===== src/rtl/dcache_pkg.sv =====
// Shared types and address-split helpers for the direct-mapped data cache.
package dcache_pkg;

  localparam int unsigned ADDR_W      = 8;
  localparam int unsigned OFFSET_BITS = 2;
  localparam int unsigned MEM_ADDR_W  = 6;
  localparam int unsigned BLOCK_W     = 32;
  localparam int unsigned BYTE_W      = 8;

  typedef enum logic [1:0] {
    ST_IDLE      = 2'd0,
    ST_WRITEBACK = 2'd1,
    ST_FETCH     = 2'd2,
    ST_UPDATE    = 2'd3
  } state_e;

  function automatic logic [OFFSET_BITS-1:0] addr_offset(input logic [ADDR_W-1:0] addr);
    return addr[OFFSET_BITS-1:0];
  endfunction

  // Block address {tag, index}; index occupies the low index_bits.
  function automatic logic [MEM_ADDR_W-1:0] addr_index(input logic [ADDR_W-1:0] addr,
                                                       input int unsigned index_bits);
    logic [MEM_ADDR_W-1:0] blk;
    logic [MEM_ADDR_W-1:0] mask;
    blk  = addr[ADDR_W-1:OFFSET_BITS];
    mask = (MEM_ADDR_W'(1) << index_bits) - MEM_ADDR_W'(1);
    return blk & mask;
  endfunction

  function automatic logic [MEM_ADDR_W-1:0] addr_tag(input logic [ADDR_W-1:0] addr,
                                                     input int unsigned index_bits);
    logic [MEM_ADDR_W-1:0] blk;
    blk = addr[ADDR_W-1:OFFSET_BITS];
    return blk >> index_bits;
  endfunction

endpackage


===== src/rtl/dcache_array.sv =====
// Tag/valid/dirty/data storage with a CPU byte-write port and a memory block-fill port.
module dcache_array
  import dcache_pkg::*;
#(
  parameter int unsigned INDEX_BITS = 3,
  parameter int unsigned TAG_BITS   = 3
) (
  input  logic                   CLK,
  input  logic                   RESET,
  input  logic [INDEX_BITS-1:0]  i_index,
  input  logic [OFFSET_BITS-1:0] i_offset,
  input  logic                   i_byte_we,
  input  logic [BYTE_W-1:0]      i_byte_data,
  input  logic                   i_fill_we,
  input  logic [TAG_BITS-1:0]    i_fill_tag,
  input  logic [BLOCK_W-1:0]     i_fill_data,
  output logic                   o_valid,
  output logic                   o_dirty,
  output logic [TAG_BITS-1:0]    o_tag,
  output logic [BLOCK_W-1:0]     o_block,
  output logic [BYTE_W-1:0]      o_byte
);

  localparam int unsigned NUM_BLOCKS = 2 ** INDEX_BITS;

  logic [NUM_BLOCKS-1:0] r_valid;
  logic [NUM_BLOCKS-1:0] r_dirty;
  logic [TAG_BITS-1:0]   r_tag  [NUM_BLOCKS];
  logic [BLOCK_W-1:0]    r_data [NUM_BLOCKS];
  logic [4:0]            w_bit_lo;

  assign w_bit_lo = {i_offset, 3'b000};

  // Status bits clear on reset; a fill always wins over a byte write.
  always_ff @(posedge CLK) begin
    if (RESET) begin
      r_valid <= '0;
      r_dirty <= '0;
    end else if (i_fill_we) begin
      r_valid[i_index] <= 1'b1;
      r_dirty[i_index] <= 1'b0;
    end else if (i_byte_we) begin
      r_dirty[i_index] <= 1'b1;
    end
  end

  always_ff @(posedge CLK) begin
    if (!RESET) begin
      if (i_fill_we) begin
        r_tag[i_index]  <= i_fill_tag;
        r_data[i_index] <= i_fill_data;
      end else if (i_byte_we) begin
        r_data[i_index][w_bit_lo +: BYTE_W] <= i_byte_data;
      end
    end
  end

  assign o_valid = r_valid[i_index];
  assign o_dirty = r_dirty[i_index];
  assign o_tag   = r_tag[i_index];
  assign o_block = r_data[i_index];
  assign o_byte  = o_block[w_bit_lo +: BYTE_W];

endmodule


===== src/rtl/dcache_controller.sv =====
// Direct-mapped write-back/write-allocate cache controller: hit path, miss FSM, memory handshake.
module dcache_controller
  import dcache_pkg::*;
#(
  parameter int unsigned INDEX_BITS = 3
) (
  input  logic                  CLK,
  input  logic                  RESET,
  input  logic                  READ,
  input  logic                  WRITE,
  input  logic [ADDR_W-1:0]     ADDRESS,
  input  logic [BYTE_W-1:0]     WRITEDATA,
  output logic [BYTE_W-1:0]     READDATA,
  output logic                  BUSYWAIT,
  output logic                  MEM_READ,
  output logic                  MEM_WRITE,
  output logic [MEM_ADDR_W-1:0] MEM_ADDRESS,
  output logic [BLOCK_W-1:0]    MEM_WRITEDATA,
  input  logic [BLOCK_W-1:0]    MEM_READDATA,
  input  logic                  MEM_BUSYWAIT
);

  localparam int unsigned TAG_BITS = MEM_ADDR_W - INDEX_BITS;

  state_e                 r_state;
  state_e                 w_state_nxt;
  logic [INDEX_BITS-1:0]  w_index;
  logic [TAG_BITS-1:0]    w_tag;
  logic [OFFSET_BITS-1:0] w_offset;
  logic                   w_valid;
  logic                   w_dirty;
  logic [TAG_BITS-1:0]    w_line_tag;
  logic [BLOCK_W-1:0]     w_block;
  logic                   w_req;
  logic                   w_hit;
  logic                   w_byte_we;
  logic                   w_fill_we;

  assign w_index  = INDEX_BITS'(addr_index(ADDRESS, INDEX_BITS));
  assign w_tag    = TAG_BITS'(addr_tag(ADDRESS, INDEX_BITS));
  assign w_offset = addr_offset(ADDRESS);

  dcache_array #(
    .INDEX_BITS (INDEX_BITS),
    .TAG_BITS   (TAG_BITS)
  ) u_array (
    .CLK         (CLK),
    .RESET       (RESET),
    .i_index     (w_index),
    .i_offset    (w_offset),
    .i_byte_we   (w_byte_we),
    .i_byte_data (WRITEDATA),
    .i_fill_we   (w_fill_we),
    .i_fill_tag  (w_tag),
    .i_fill_data (MEM_READDATA),
    .o_valid     (w_valid),
    .o_dirty     (w_dirty),
    .o_tag       (w_line_tag),
    .o_block     (w_block),
    .o_byte      (READDATA)
  );

  // A simultaneous READ+WRITE falls through as a store since WRITE alone gates the byte write.
  assign w_req         = READ | WRITE;
  assign w_hit         = w_valid & (w_line_tag == w_tag);
  assign BUSYWAIT      = w_req & ~((r_state == ST_IDLE) & w_hit);
  assign w_byte_we     = (r_state == ST_IDLE) & w_hit & WRITE;
  assign MEM_WRITEDATA = w_block;

  always_ff @(posedge CLK) begin
    if (RESET) r_state <= ST_IDLE;
    else       r_state <= w_state_nxt;
  end

  always_comb begin
    w_state_nxt = r_state;
    MEM_READ    = 1'b0;
    MEM_WRITE   = 1'b0;
    MEM_ADDRESS = {w_tag, w_index};
    w_fill_we   = 1'b0;
    unique case (r_state)
      ST_IDLE: begin
        if (w_req && !w_hit) begin
          w_state_nxt = (w_valid && w_dirty) ? ST_WRITEBACK : ST_FETCH;
        end
      end
      ST_WRITEBACK: begin
        MEM_WRITE   = 1'b1;
        MEM_ADDRESS = {w_line_tag, w_index};
        if (!MEM_BUSYWAIT) w_state_nxt = ST_FETCH;
      end
      ST_FETCH: begin
        MEM_READ = 1'b1;
        if (!MEM_BUSYWAIT) w_state_nxt = ST_UPDATE;
      end
      ST_UPDATE: begin
        w_fill_we   = 1'b1;
        w_state_nxt = ST_IDLE;
      end
      default: w_state_nxt = ST_IDLE;
    endcase
  end

endmodule


===== config.mk =====
export PLATFORM = sky130hd
export DESIGN_NAME = dcache_controller
export DESIGN_NICKNAME = d
export VERILOG_FILES = /design/src/rtl/dcache_pkg.sv /design/src/rtl/dcache_array.sv /design/src/rtl/dcache_controller.sv
export SDC_FILE = /design/constraint.sdc
export NUM_CORES = 1
export LEC_CHECK = 0
export CELL_PAD_IN_SITES_DETAIL_PLACEMENT = 0
export CELL_PAD_IN_SITES_GLOBAL_PLACEMENT = 1
export CORE_AREA = 3 3 197 199
export DETAILED_ROUTE_END_ITERATION = 16
export DIE_AREA = 0 0 200 202
export PLACE_DENSITY_LB_ADDON = 0.1
export SLEW_MARGIN = 20
export SYNTH_ARGS = -nofsm -noshare
export SYNTH_HDL_FRONTEND = slang
export SYNTH_SLANG_ARGS = --single-unit

===== constraint.sdc =====
create_clock -name CLK -period 4.22 [get_ports CLK]
set_clock_uncertainty 0.2 [all_clocks]
set_input_delay 0.844 -clock CLK [delete_from_list [all_inputs] [get_ports CLK]]
set_output_delay 0.844 -clock CLK [all_outputs]
set_load 0.005 [all_outputs]

# Word-level counts from Yosys, hierarchy flattened
# Memories as Yosys holds them, arrays and structs flattened.
# Index checks and enable logic that the tools add are counted.
op_classes:
  muxes: 56
  n_bitwise: 42
  magnitude_cmp: 2
  addsub: 1
  n_eq_ne: 7
  shift: 3
  reduce_logical: 7
op_table:
  columns: ["cell", "count"]
  rows:
  - ["two-way mux 1 bit", 44]
  - ["OR 1 bit", 33]
  - ["two-way mux 32 bit", 1]
  - ["variable shift 8 x 7 -> 32 bit (first input constant)", 1]
  - ["indexed part select 32 x 6 -> 8 bit", 1]
  - ["indexed part select 8 x 7 -> 32 bit", 1]
  - ["two-way mux 8 bit", 2]
  - ["OR 8 bit", 2]
  - ["bitwise AND 8 bit", 1]
  - ["two-way mux 2 bit", 4]
  - ["NOT 8 bit", 1]
  - ["case mux 2 bit (4 select lines)", 1]
  - ["negation 5 -> 7 bit", 1]
  - ["binary-select mux 1 bit (select 3 bit)", 2]
  - ["two-way mux 6 bit", 1]
  - ["bitwise AND 1 bit", 4]
  - ["equality test 2 bit (second input constant)", 2]
  - ["less-than comparator 3 x 4 -> 1 bit (second input constant)", 1]
  - ["inequality test 2 bit (second input constant)", 2]
  - ["demux 1 bit (select 3 bit)", 1]
  - ["equality test 3 bit", 1]
  - ["greater-or-equal comparator 3 x 1 -> 1 bit (second input constant)", 1]
  - ["logical AND 1 bit", 3]
  - ["AND reduction 3 bit", 1]
  - ["6 further kinds", 6]
totals:
  in_bits: 53
  out_inout_bits: 49
  ramBits: 280
  regBits: 18
  memories: 2
  word_cells: 123
memory_table:
  columns: ["name", "depth", "width", "read_ports", "rd_ports_with_merged_regs", "write_ports", "line", "source"]
  rows:
  - ["u_array.r_data", 8, 32, 1, 0, 1, "dcache_array.sv:29", "logic [BLOCK_W-1:0] r_data [NUM_BLOCKS];"]
  - ["u_array.r_tag", 8, 3, 1, 0, 1, "dcache_array.sv:28", "logic [TAG_BITS-1:0] r_tag [NUM_BLOCKS];"]

# Depth between registers and ports, before layout
# Gate-level depths: netlist of the first run.
depth:
  ltp_word: 10
  mapped_depth: 10
  mapped_depth_nobuf: 6

# Cells and area by module
# A second synthesis of the first run with hierarchy kept.
unflattened:
  hier_cells: 856
  area_unflattened_um2: 12625.9
by_module_without_submodules:
  columns: ["module", "cells_each", "seq_area_each_um2", "instances", "area_per_inst_um2"]
  rows:
  - ["dcache_array", 823, 8728.4, 1, 12325.6]
  - ["dcache_controller", 33, 40.0, 1, 300.3]

# Least setup slack after synthesis of the first run
# No wires, ideal clock.
synth_timing:
  path_kind: "input -> output"
  startpoint: "input ADDRESS[4]"
  endpoint: "output READDATA[4]"
  required_time_ns: 3.176
  stages: 6
  n_path_buf: 2
  t_arrival_ns: 2.507
  setup_slack_ns: 0.669
  path_cell_list: "buf_4 buf_2 mux2_2 a222oi_1 o221ai_1 mux4_2"
synth_between:
  elab_chain_cells: 2
synth_rtl:
  columns: ["element", "line", "source"]
  rows:
  - ["start: declaration", "dcache_controller.sv:11", "input logic [ADDR_W-1:0] ADDRESS,"]
  - ["memory read (8 x 32 bit)", null, null]
  - ["named net MEM_WRITEDATA[4]", "dcache_controller.sv:18", "output logic [BLOCK_W-1:0] MEM_WRITEDATA,"]
  - ["indexed part select 32 x 6 -> 8 bit", "dcache_array.sv:62", "assign o_byte = o_block[w_bit_lo +: BYTE_W];"]
  - ["end: declaration", "dcache_controller.sv:13", "output logic [BYTE_W-1:0] READDATA,"]
# The timed path passes the listed nets, and every way through them passes these cells.

# Final worst setup path of the first run
layout_timing:
  startpoint: "input ADDRESS[4]"
  endpoint: "output READDATA[4]"
layout_between:
  elab_chain_cells: 2
layout_rtl:
  columns: ["element", "line"]
  rows:
  - ["memory read (8 x 32 bit)", null]
  - ["indexed part select 32 x 6 -> 8 bit", "dcache_array.sv:62"]
# Every way passes these cells.

==> results of run 1 <==
[worst paths after layout]
kind	from	endpoint	slack, ps	cells past startpoint
max	ADDRESS[4]	READDATA[4]	80	8
min	flop	flop	250	2
max reg2reg	u_array.r_tag[7][2]	u_array.r_data[7][7]	1270	11
min reg2reg	flop	flop	250	2
[flip-flops by register name (all words and copies together) (netlist names), named ones only]
signal	cells
u_array.r_valid	8
r_state	2
u_array.r_data	256
u_array.r_tag	24
[worst max-delay path: stages]
cell and delay (ps):
buf_2 110, buf_12 200, buf_4 210, mux2_2 340
a222oi_1 300, o221ai_1 240, mux4_2 540, dlygate4sd2_1 300
[routing by layer]
layer | up-vias | GRT usage
met1 | 4562 | 0.329
met2 | 337 | 0.347
met3 | 58 | 0.0370
met4 | 0 | 0.0496
li1 | 3981 | -
met5 | - | 0
[kinds of logic (layout without fill, tap and decap cells)]
family,Yosys count,in the layout,share of synthesized area
compound gates,163,163,0.101
simple gates,187,187,0.0703
mux,113,113,0.106
fa+ha+maj,10,10,0.00969
buf+inv,92,413,0.0337
flops,298,298,0.679
[where the power goes]
group	internal, mW	switching [mW]	total [mW]
Sequential	3.25	0.00919	3.26
Clock	1.71	1.17	2.88
Combinational	0.415	0.480	0.895
[metrics by stage]
step	hold slack, ps	setup TNS [ps]	cells	power, mW
finish	254	0	1695	7.04
global route	276	0	1695	7.29
CTS	258	-19.7	1692	7.09
detailed placement	237	-983	1625	4.21
global placement	240	-1090	1625	4.21
floorplan	220	0	863	3.69
[layout by cell type, fill, tap and decap left out, drive strengths merged, types with 4 or more instances in the layout]
cell type      Yosys  layout
a41oi              4       4
and3               6       6
nor3              39      39
nand2             67      67
clkbuf            20      41
nand3             12      12
a221o              9       9
a22o               5       5
mux4              16      16
ha                10      10
o41ai              8       8
edfxtp           280     280
a22oi             24      24
inv               38      40
o22ai             10      10
nor2              48      48
a21oi             35      35
mux2              28      28
o21ai             20      20
mux2i             69      69
nand2b             4       4
clkinv             2      14
clkdlybuf4s50      0      89
dfxtp             18      18
a221oi            30      30
dlygate4sd2        0       7
buf               32     215
nor2b              4       4
a222oi             5       5
[repair_timing]
item / CTS / global route
pin swaps: 2 / 1
setup buffers: 6 / 3
setup endpoints to repair: 8 / 3
resized for setup: 28 / 10
[area by class of cell]
cell class,count,area [um2]
Sequential cell,298,8770
Inverter,40,158
Multi-Input combinational cell,473,3800
Clock buffer,41,898
Fill cell,3406,20200
Clock inverter,20,183
Timing Repair Buffer,312,2740
Tap cell,511,639
==> summary.txt, run 1 <==
Status
  – Status: finished clean

Floorplanning
  – Die area: ~40,000 um2
  – Die H: slightly above 200 um
  – Starting Density: 0.345
  – CORE AREA: roughly 37,000 um2
  – Row cnt: around 70
  – Die W: roughly 200 um
  – Boundary Pins: between 100 and 150

GRT
  – Largest net degree at the start of global routing: 62
  – Grt total ovfl: 0
  – First-pass GRT wire length: ~64 mm
  – Antenna violations before repair: 0
  – Total track usage: 0.223
  – Number of global-route vias before repair: ~8,700

Yosys
  – Yosys top cell by area: edfxtp_1
  – Post-synth top cells: edfxtp_1, mux2i_1, nand2_1
  – Yosys cell types: just over 50
  – Most frequent cell after synthesis: edfxtp_1
  – Top cell type's share of synthesized area: 0.651
  – EDFF count, synth: between 200 and 300
  – Prevailing post-synth register cell: edfxtp_1
  – Synth top area cells: edfxtp_1, mux2i_1, dfxtp_1, mux4_2, mux2_2
  – YS warnings: 0
  – Cell area after synthesis: 12,900 um2
  – Avg Cell Area, Syn: roughly 15 um2
  – Post-Syn Nets: between 900 and 1,000
  – Register bit total from synthesis: 298
  – Ys async rst share: 0
  – Cell count after synthesis: around 860
  – Sequential fraction of the synthesis area: 0.679

Route
  – Met3 WL: ~2.7 mm
  – DRC viols: 0
  – Iter 0 DRT Violations: between 700 and 800
  – Met1 Wirelength: approximately 20 mm
  – Routed vias/inst: 5.27
  – Max Used Layer: met4
  – Wire per inst: 26.5 um
  – DR WL met2: approximately 21 mm
  – Detail Route Antenna Nets: 0
  – Vias: ~8,900
  – Detailed-route wire length: between 40 and 50 mm
  – DRT Pass-1 Iters: 7

CTS
  – Max Root-Sink Buffers: 3
  – H-tree depth: 2
  – CTS Hold Buffers Added: 0
  – Clock Pin Slew Worst Setup and Hold Paths: 60 ps
  – CTS tree: done
  – TritonCTS Sinks: approximately 300
  – CTS Buf Count: 35
  – Clock root buffer: clkbuf_16
  – Clock latency on the worst-skew pair: 510 ps

Placed design
  – Port buffer count: about 100
  – Pre-CTS setup slack: -180 ps
  – DP HPWL: between 30 and 40 mm
  – GP Congestion: 0.826
  – DP Area: between 15,000 and 20,000 um2

Timing
  – Final worst-path cycle share: 0.982
  – Pins over their slew limit: 0
  – Fin crit period: slightly above 4000 ps
  – RSZ-0062 raised after global routing: false
  – Worst-margin pin slew: 790 ps
  – Relative max-transition margin: 0.458
  – Setup ws final: roughly 75 ps
  – Final Hold Vio Count: 0
  – FMAX: around 240 MHz
  – # setup viols final: 0

Setup path
  – CP required: between 3000 and 4000 ps
  – Critical path peak fanout: 21
  – Kind of critical path: input pin to primary output
  – Crit path capture type: primary output
  – CP arrival: 3100 ps
  – Setup crit start kind: input pin

Power
  – Max IR drop VDD: approximately 0.21 mV
  – Total power divided by cell area: between 400 and 500 nW/um2
  – Leakage power: between 6 and 7 nW

Layout
  – Post-route cell area: ~17,000 um2
  – Total Nets Final: ~1,200
  – Ant diodes: 0
  – Share of cells above drive strength 1: 0.297
  – Layout Area Growth over Synthesis: 33.2%
  – Util after Layout: 0.460

Job
  – Number of max-cap violations: 0

Worst hold path
  – Class of the tightest hold or removal check: flop to flop
(Power assumes the default switching activity.)
==> run 2, diff against run 1 <==
--- a/config.mk
+++ b/config.mk
@@ -10,2 +10,3 @@
 export CORE_AREA = 3 3 197 199
+export CTS_BUF_LIST = sky130_fd_sc_hd__clkbuf_8
 export DETAILED_ROUTE_END_ITERATION = 16
--- a/constraint.sdc
+++ b/constraint.sdc
@@ -4,2 +4,2 @@
 set_output_delay 0.844 -clock CLK [all_outputs]
-set_load 0.005 [all_outputs]
+set_load 0.02 [all_outputs]
==> summary.txt, run 2 (synthesis gave the netlist of run 1 again) <==
Setup path
  – Crit path capture type: primary output
  – Critical path's most frequent cell: buf_4
  – Reg2reg path depth: 7 (-4)
  – Worst path max stage delay: 560 ps (+20 ps)
  – Setup crit start kind: input pin
  – CP arrival: 3130 ps (+30 ps)
  – Kind of critical path: input pin to primary output
  – Slowest stage cell on the critical path: mux4_2
  – Flop-to-flop setup slack: 1100 ps (-170 ps)
  – Critical path peak fanout: 13 (-38%)
  – CP delay by family, top: buffers and inverters
  – Buffers and inverters on the worst path: 7 (+3)
  – Critical-path cell list: buf_2, buf_12, clkinvlp_4, buf_4, nor3_2, buf_4, buf_4, a22oi_1, o211ai_1, mux4_2, dlygate4sd2_1
  – CP required: 3180 ps (about the same)
  – R2R Path End: u_array.r_data[5][12]
  – R2R Path Start: u_array.r_tag[5][0]

Floorplanning
  – Die W: 200 um (unchanged)
  – Boundary Pins: 102 (unchanged)
  – Die area: 40,400 um2 (unchanged)
  – Starting Density: 0.345 (unchanged)
  – Die H: 202 um (unchanged)
  – Row cnt: 71 (unchanged)
  – CORE AREA: 37,400 um2 (unchanged)

CTS
  – Max Root-Sink Buffers: 3 (unchanged)
  – CTS tree: done
  – Clock root buffer: clkbuf_8
  – CTS Buf Count: 52 (+49%)
  – Clock latency on the worst-skew pair: 570 ps (+60 ps)
  – H-tree depth: 2 (unchanged)
  – Clock Pin Slew Worst Setup and Hold Paths: 60 ps (about the same)
  – CTS Hold Buffers Added: 0 (unchanged)
  – TritonCTS Sinks: 298 (unchanged)

Timing
  – FMAX: 239 MHz (-0.73%)
  – Relative max-transition margin: 0.485 (+0.0268)
  – Fin crit period: 4180 ps (+30.6 ps)
  – Setup tns final: 0 ps (unchanged)
  – Final Hold Vio Count: 0 (unchanged)
  – RSZ-0062 raised after global routing: false
  – Worst-margin pin slew: 751 ps (-39.1 ps)
  – Pins over their slew limit: 0 (unchanged)
  – # setup viols final: 0 (unchanged)
  – WHS: 259 ps (+5.01 ps)
  – Final worst-path cycle share: 0.989 (+0.00726)

Power
  – Max IR drop VDD: 0.209 mV (+1.5%)
  – Final Power: 6.57 mW (-6.6%)
  – Total power divided by cell area: 391 nW/um2 (-4.3%)
  – Leakage power: 6.22 nW (-2.1%)

Route
  – Routed vias/inst: 5.17 (-1.9%)
  – DRC viols: 0 (unchanged)
  – Detail Route Antenna Nets: 0 (unchanged)
  – Detailed-route wire length: 44.6 mm (-0.77%)
  – DRT Pass-1 Iters: 5 (-2)
  – Wire per inst: 26.1 um (-1.6%)
  – Iter 0 DRT Violations: 712 (-5.2%)
  – Vias: 8,845 (-1.0%)

GRT
  – Total track usage: 0.220 (-0.00278)
  – Grt total ovfl: 0 (unchanged)
  – Number of global-route vias before repair: 8,773 (+0.56%)
  – Largest net degree at the start of global routing: 62 (unchanged)
  – First-pass GRT wire length: 63.0 mm (-1.1%)
  – Antenna violations before repair: 0 (unchanged)

Layout
  – Ant diodes: 0 (unchanged)
  – Share of cells above drive strength 1: 0.288 (-0.00956)
  – Max reg flops: 256 (unchanged)
  – Total Nets Final: 1,220 (-0.25%)
  – Largest regs: u_array.r_data x256, u_array.r_tag x24, u_array.r_valid x8
  – Most frequent cells in the layout: edfxtp_1, buf_4, clkdlybuf4s50_1
  – Largest reg by FF count: u_array.r_data
  – Commonest non-fill, non-tap cell in the layout: edfxtp_1
  – Layout Area Growth over Synthesis: 30.1%

Placed design
  – DP HPWL: 31.4 mm (-1.6%)
  – GP Congestion: 0.842 (+1.8%)
  – Port buffer count: 101 (unchanged)

Worst hold path
  – Class of the tightest hold or removal check: flop to flop
  – Hold path depth: 2 (unchanged)

Status
  – Status: finished clean

Job
  – Number of max-cap violations: 0 (unchanged)
run 2: cell count changes in the layout (fill, tap and decap cells not counted), moves of 5 or more:
cell	previous run	this run
clkinv_1	8	19
inv_1	36	51
clkbuf_16	35	0
clkbuf_8	0	53
clkdlybuf4s50_1	89	84
buf_4	198	185
clkbuf_1	6	0
run 2: how the worst max path moves through the flow:
| stage | start | end | slack (ps) | cells past startpoint |
|---|---|---|---|---|
| 6_report | ADDRESS[4] | READDATA[2] | 40 | 11 |
| 5_1_grt | ADDRESS[4] | READDATA[7] | 3 | 11 |
| 4_1_cts | ADDRESS[4] | READDATA[4] | -0.4 | 8 |
| 3_5_place_dp | ADDRESS[4] | READDATA[3] | -320 | 9 |
| 3_3_place_gp | ADDRESS[3] | READDATA[5] | -320 | 8 |
| 2_1_floorplan | ADDRESS[4] | READDATA[4] | 420 | 6 |
run 2: per-layer routing:
metal	track usage	wire length, um	vias to the layer above
met2	0.345	20800	319
li1	-	-	3989
met1	0.319	20200	4480
met3	0.0430	2710	57
met5	0	0	-
met4	0.0491	839	0
run 2: where the power goes:
group	internal, mW	switching (mW)	total (mW)	leakage, nW
Clock	1.23	1.15	2.38	0.527
Combinational	0.393	0.538	0.930	3.04
Sequential	3.25	0.00985	3.26	2.66
run 2: final cells by class:
class | instances | area (um2)
repair buffers | 292 | 2530
clock inverters | 43 | 206
fillers | 3428 | 20600
multi-input cells | 473 | 3760
flip-flops and latches | 298 | 8770
clock buffers | 53 | 729
inverters | 40 | 160
well taps | 511 | 639
run 2: per-stage QoR:
stage	setup slack [ps]	utilization	instances	area, um2
2_1_floorplan	424	-	863	12900
3_3_place_gp	-317	0.422	1610	15800
3_5_place_dp	-318	0.422	1610	15800
4_1_cts	-0.363	0.447	1706	16700
5_1_grt	3.42	0.449	1710	16800
6_report	44.4	0.449	1710	16800
run 2: repair_timing:
action | in CTS | in global routing
resized for setup | 19 | 20
setup endpoints to repair | 11 | 10
buffers inserted | 0 | 4
pin swaps | 0 | 4
run 2: worst min-delay path, stage by stage, from the launching register on:
cell	delay [ps]
dfxtp_1	320
nand2_1	60
o41ai_2	50
==> run 3, diff against run 2 <==
Settings changed: ABC_AREA from default to 1, SLEW_MARGIN 20 to 15.
==> summary.txt, run 3 <==
Status
  – Status: finished clean

GRT
  – Total track usage: 0.213 (-0.00708)
  – Grt total ovfl: 0 (unchanged)
  – Antenna violations before repair: 1 (+1)
  – First-pass GRT wire length: 62.5 mm (-0.76%)
  – Largest net degree at the start of global routing: 34 (-45%)
  – Number of global-route vias before repair: 9,782 (+12%)

Yosys
  – Sequential fraction of the synthesis area: 0.674 (-0.00562)
  – Register bit total from synthesis: 298 (unchanged)
  – Post-Syn Nets: 1,238 (+34%)
  – Most frequent cell after synthesis: nand2_1
  – Yosys cell types: 40 (-22%)
  – Cell count after synthesis: 1,175 (+36%)
  – Top cell type's share of synthesized area: 0.646 (-0.00538)
  – Avg Cell Area, Syn: 11.1 um2 (-26%)
  – Post-synth top cells: nand2_1, edfxtp_1, inv_1
  – Synth top area cells: edfxtp_1, nand2_1, inv_1, dfxtp_1, nand4_1
  – Cell area after synthesis: 13,000 um2 (+0.83%)
  – EDFF count, synth: 280 (unchanged)
  – Yosys top cell by area: edfxtp_1
  – Prevailing post-synth register cell: edfxtp_1
  – Ys async rst share: 0 (unchanged)
  – YS warnings: 0 (unchanged)

Route
  – Iter 0 DRT Violations: 623 (-13%)
  – Detail Route Antenna Nets: 0 (unchanged)
  – Routed vias/inst: 4.88 (-5.8%)
  – Vias: 9,716 (+9.8%)
  – DRT Pass-1 Iters: 5 (unchanged)
  – Wire per inst: 21.5 um (-17%)
  – DRC viols: 0 (unchanged)
  – Detailed-route wire length: 42.9 mm (-3.8%)

Placed design
  – Pre-CTS setup slack: -424 ps (-105 ps)
  – GP Congestion: 0.850 (+0.99%)
  – DP HPWL: 30.4 mm (-3.3%)
  – DP Area: 15,900 um2 (+0.99%)
  – Placed insts: 1,900 (+18%)
  – Port buffer count: 101 (unchanged)

Floorplanning
  – Row cnt: 71 (unchanged)
  – Die area: 40,400 um2 (unchanged)
  – CORE AREA: 37,400 um2 (unchanged)
  – Die H: 202 um (unchanged)
  – Die W: 200 um (unchanged)
  – Boundary Pins: 102 (unchanged)
  – Starting Density: 0.348 (+0.00288)

Worst hold path
  – Class of the tightest hold or removal check: flop to flop
  – Hold path depth: 2 (unchanged)
  – Hold EP: u_array.r_valid[4]
  – Hold wc startpoint: u_array.r_valid[4]

Layout
  – Layout Area Growth over Synthesis: 30.3%
  – Final Non-Filler Cells: 1,993 (+17%)
  – Util after Layout: 0.453 (+0.00438)
  – Share of cells above drive strength 1: 0.202 (-0.0858)
  – Total Nets Final: 1,509 (+24%)
  – Largest regs: u_array.r_data x256, u_array.r_tag x24, u_array.r_valid x8
  – Most frequent cells in the layout: nand2_1, edfxtp_1, buf_4
  – Commonest non-fill, non-tap cell in the layout: nand2_1
  – # fillers: 3,600 (+5.0%)
  – Post-route cell area: 17,000 um2 (+0.98%)
  – Max reg flops: 256 (unchanged)
  – Largest reg by FF count: u_array.r_data

CTS
  – CTS Buf Count: 52 (unchanged)
  – CTS tree: done
  – Max Root-Sink Buffers: 3 (unchanged)
  – CTS Hold Buffers Added: 0 (unchanged)
  – Clock root buffer: clkbuf_8
  – TritonCTS Sinks: 298 (unchanged)
  – Clock Pin Slew Worst Setup and Hold Paths: 60 ps (about the same)
  – H-tree depth: 2 (unchanged)
  – Clock latency on the worst-skew pair: 610 ps (+40 ps)

Timing
  – WHS: 246 ps (-13.6 ps)
  – Final worst-path cycle share: 0.979 (-0.0107)
  – Setup ws final: 89.4 ps (+45.0 ps)
  – Final Hold Vio Count: 0 (unchanged)
  – Pins over their slew limit: 0 (unchanged)
  – Worst-margin pin slew: 536 ps (-215 ps)
  – FMAX: 242 MHz (+1.1%)
  – Fin crit period: 4130 ps (-45.0 ps)
  – Setup tns final: 0 ps (unchanged)
  – # setup viols final: 0 (unchanged)
  – Relative max-transition margin: 0.643 (+0.158)

Setup path
  – Flop-to-flop setup slack: 1460 ps (+360 ps)
  – Crit path capture type: primary output
  – R2R Path End: u_array.r_data[6][12]
  – R2R Path Start: u_array.r_tag[1][1]
  – Kind of critical path: input pin to primary output
  – Critical path peak fanout: 12 (-1)
  – Reg2reg path depth: 14 (+7)
  – CP arrival: 3090 ps (-40 ps)
  – Setup crit start kind: input pin
  – CP required: 3180 ps (about the same)

Power
  – Leakage power: 6.71 nW (+7.8%)
  – Max IR drop VDD: 0.294 mV (+41%)
  – Total power divided by cell area: 393 nW/um2 (+0.47%)
  – Final Power: 6.67 mW (+1.5%)

Job
  – Number of max-cap violations: 0 (unchanged)
==> run 3: how the worst max path moves through the flow <==
stage | depth (start not counted) | from | end
floorplan | 10 | ADDRESS[4] | READDATA[5]
global placement | 12 | ADDRESS[3] | READDATA[1]
detailed placement | 13 | ADDRESS[3] | READDATA[1]
CTS | 14 | ADDRESS[4] | READDATA[1]
global route | 11 | ADDRESS[4] | READDATA[7]
finish | 11 | ADDRESS[4] | MEM_WRITEDATA[11]
==> run 3: metal layers <==
metal | GRT usage | wire [um] | vias up
met2 | 0.343 | 20300 | 265
met3 | 0.0433 | 2220 | 73
met5 | 0 | 0 | -
met1 | 0.290 | 19100 | 4730
li1 | - | - | 4648
met4 | 0.0656 | 1210 | 0
==> run 3: worst max-delay path: stages <==
cell             delay, ps
clkdlybuf4s50_1        480
buf_6                  150
nor2_2                  60
nand2_1                 70
inv_1                   80
buf_12                 160
buf_4                  160
a221oi_1               290
nand2_1                110
buf_4                  150
clkdlybuf4s50_1        520
==> run 3: layout make-up <==
| cell class | instances | area (um2) | area share |
|---|---|---|---|
| Multi-Input combinational cell | 706 | 3600 | 0.212 |
| Clock inverter | 36 | 200 | 0.0118 |
| Timing Repair Buffer | 282 | 2620 | 0.154 |
| Sequential cell | 298 | 8770 | 0.517 |
| Clock buffer | 53 | 729 | 0.0430 |
| Antenna cell | 1 | 2.50 | 0.000148 |
| Inverter | 106 | 398 | 0.0235 |
| Tap cell | 511 | 639 | 0.0377 |
==> run 3: timing repair <==
item	4_1_cts	5_1_grt
endpoints found under the setup margin	36	31
cloned	0	1
resized for setup	34	26
buffers inserted	1	1
pin swaps	8	7
endpoints found under the hold margin	0	0
==> run 3: report_power, final <==
part | switching, mW | internal (mW)
Combinational | 0.568 | 0.373
Clock | 1.17 | 1.28
Sequential | 0.0144 | 3.27
Total | 1.75 | 4.92
==> run 3: cell families (layout without fill, tap and decap cells) <==
family / count (synthesis) / after routing / synth area share
AOI/OAI and AO/OA: 161 / 161 / 0.0818
adders and majority gates: 10 / 10 / 0.00961
buffers and inverters: 171 / 477 / 0.0559
DFF: 298 / 298 / 0.674
muxes: 1 / 1 / 0.000865
other: 0 / 1 / 0
and+or+nand+nor: 534 / 534 / 0.178
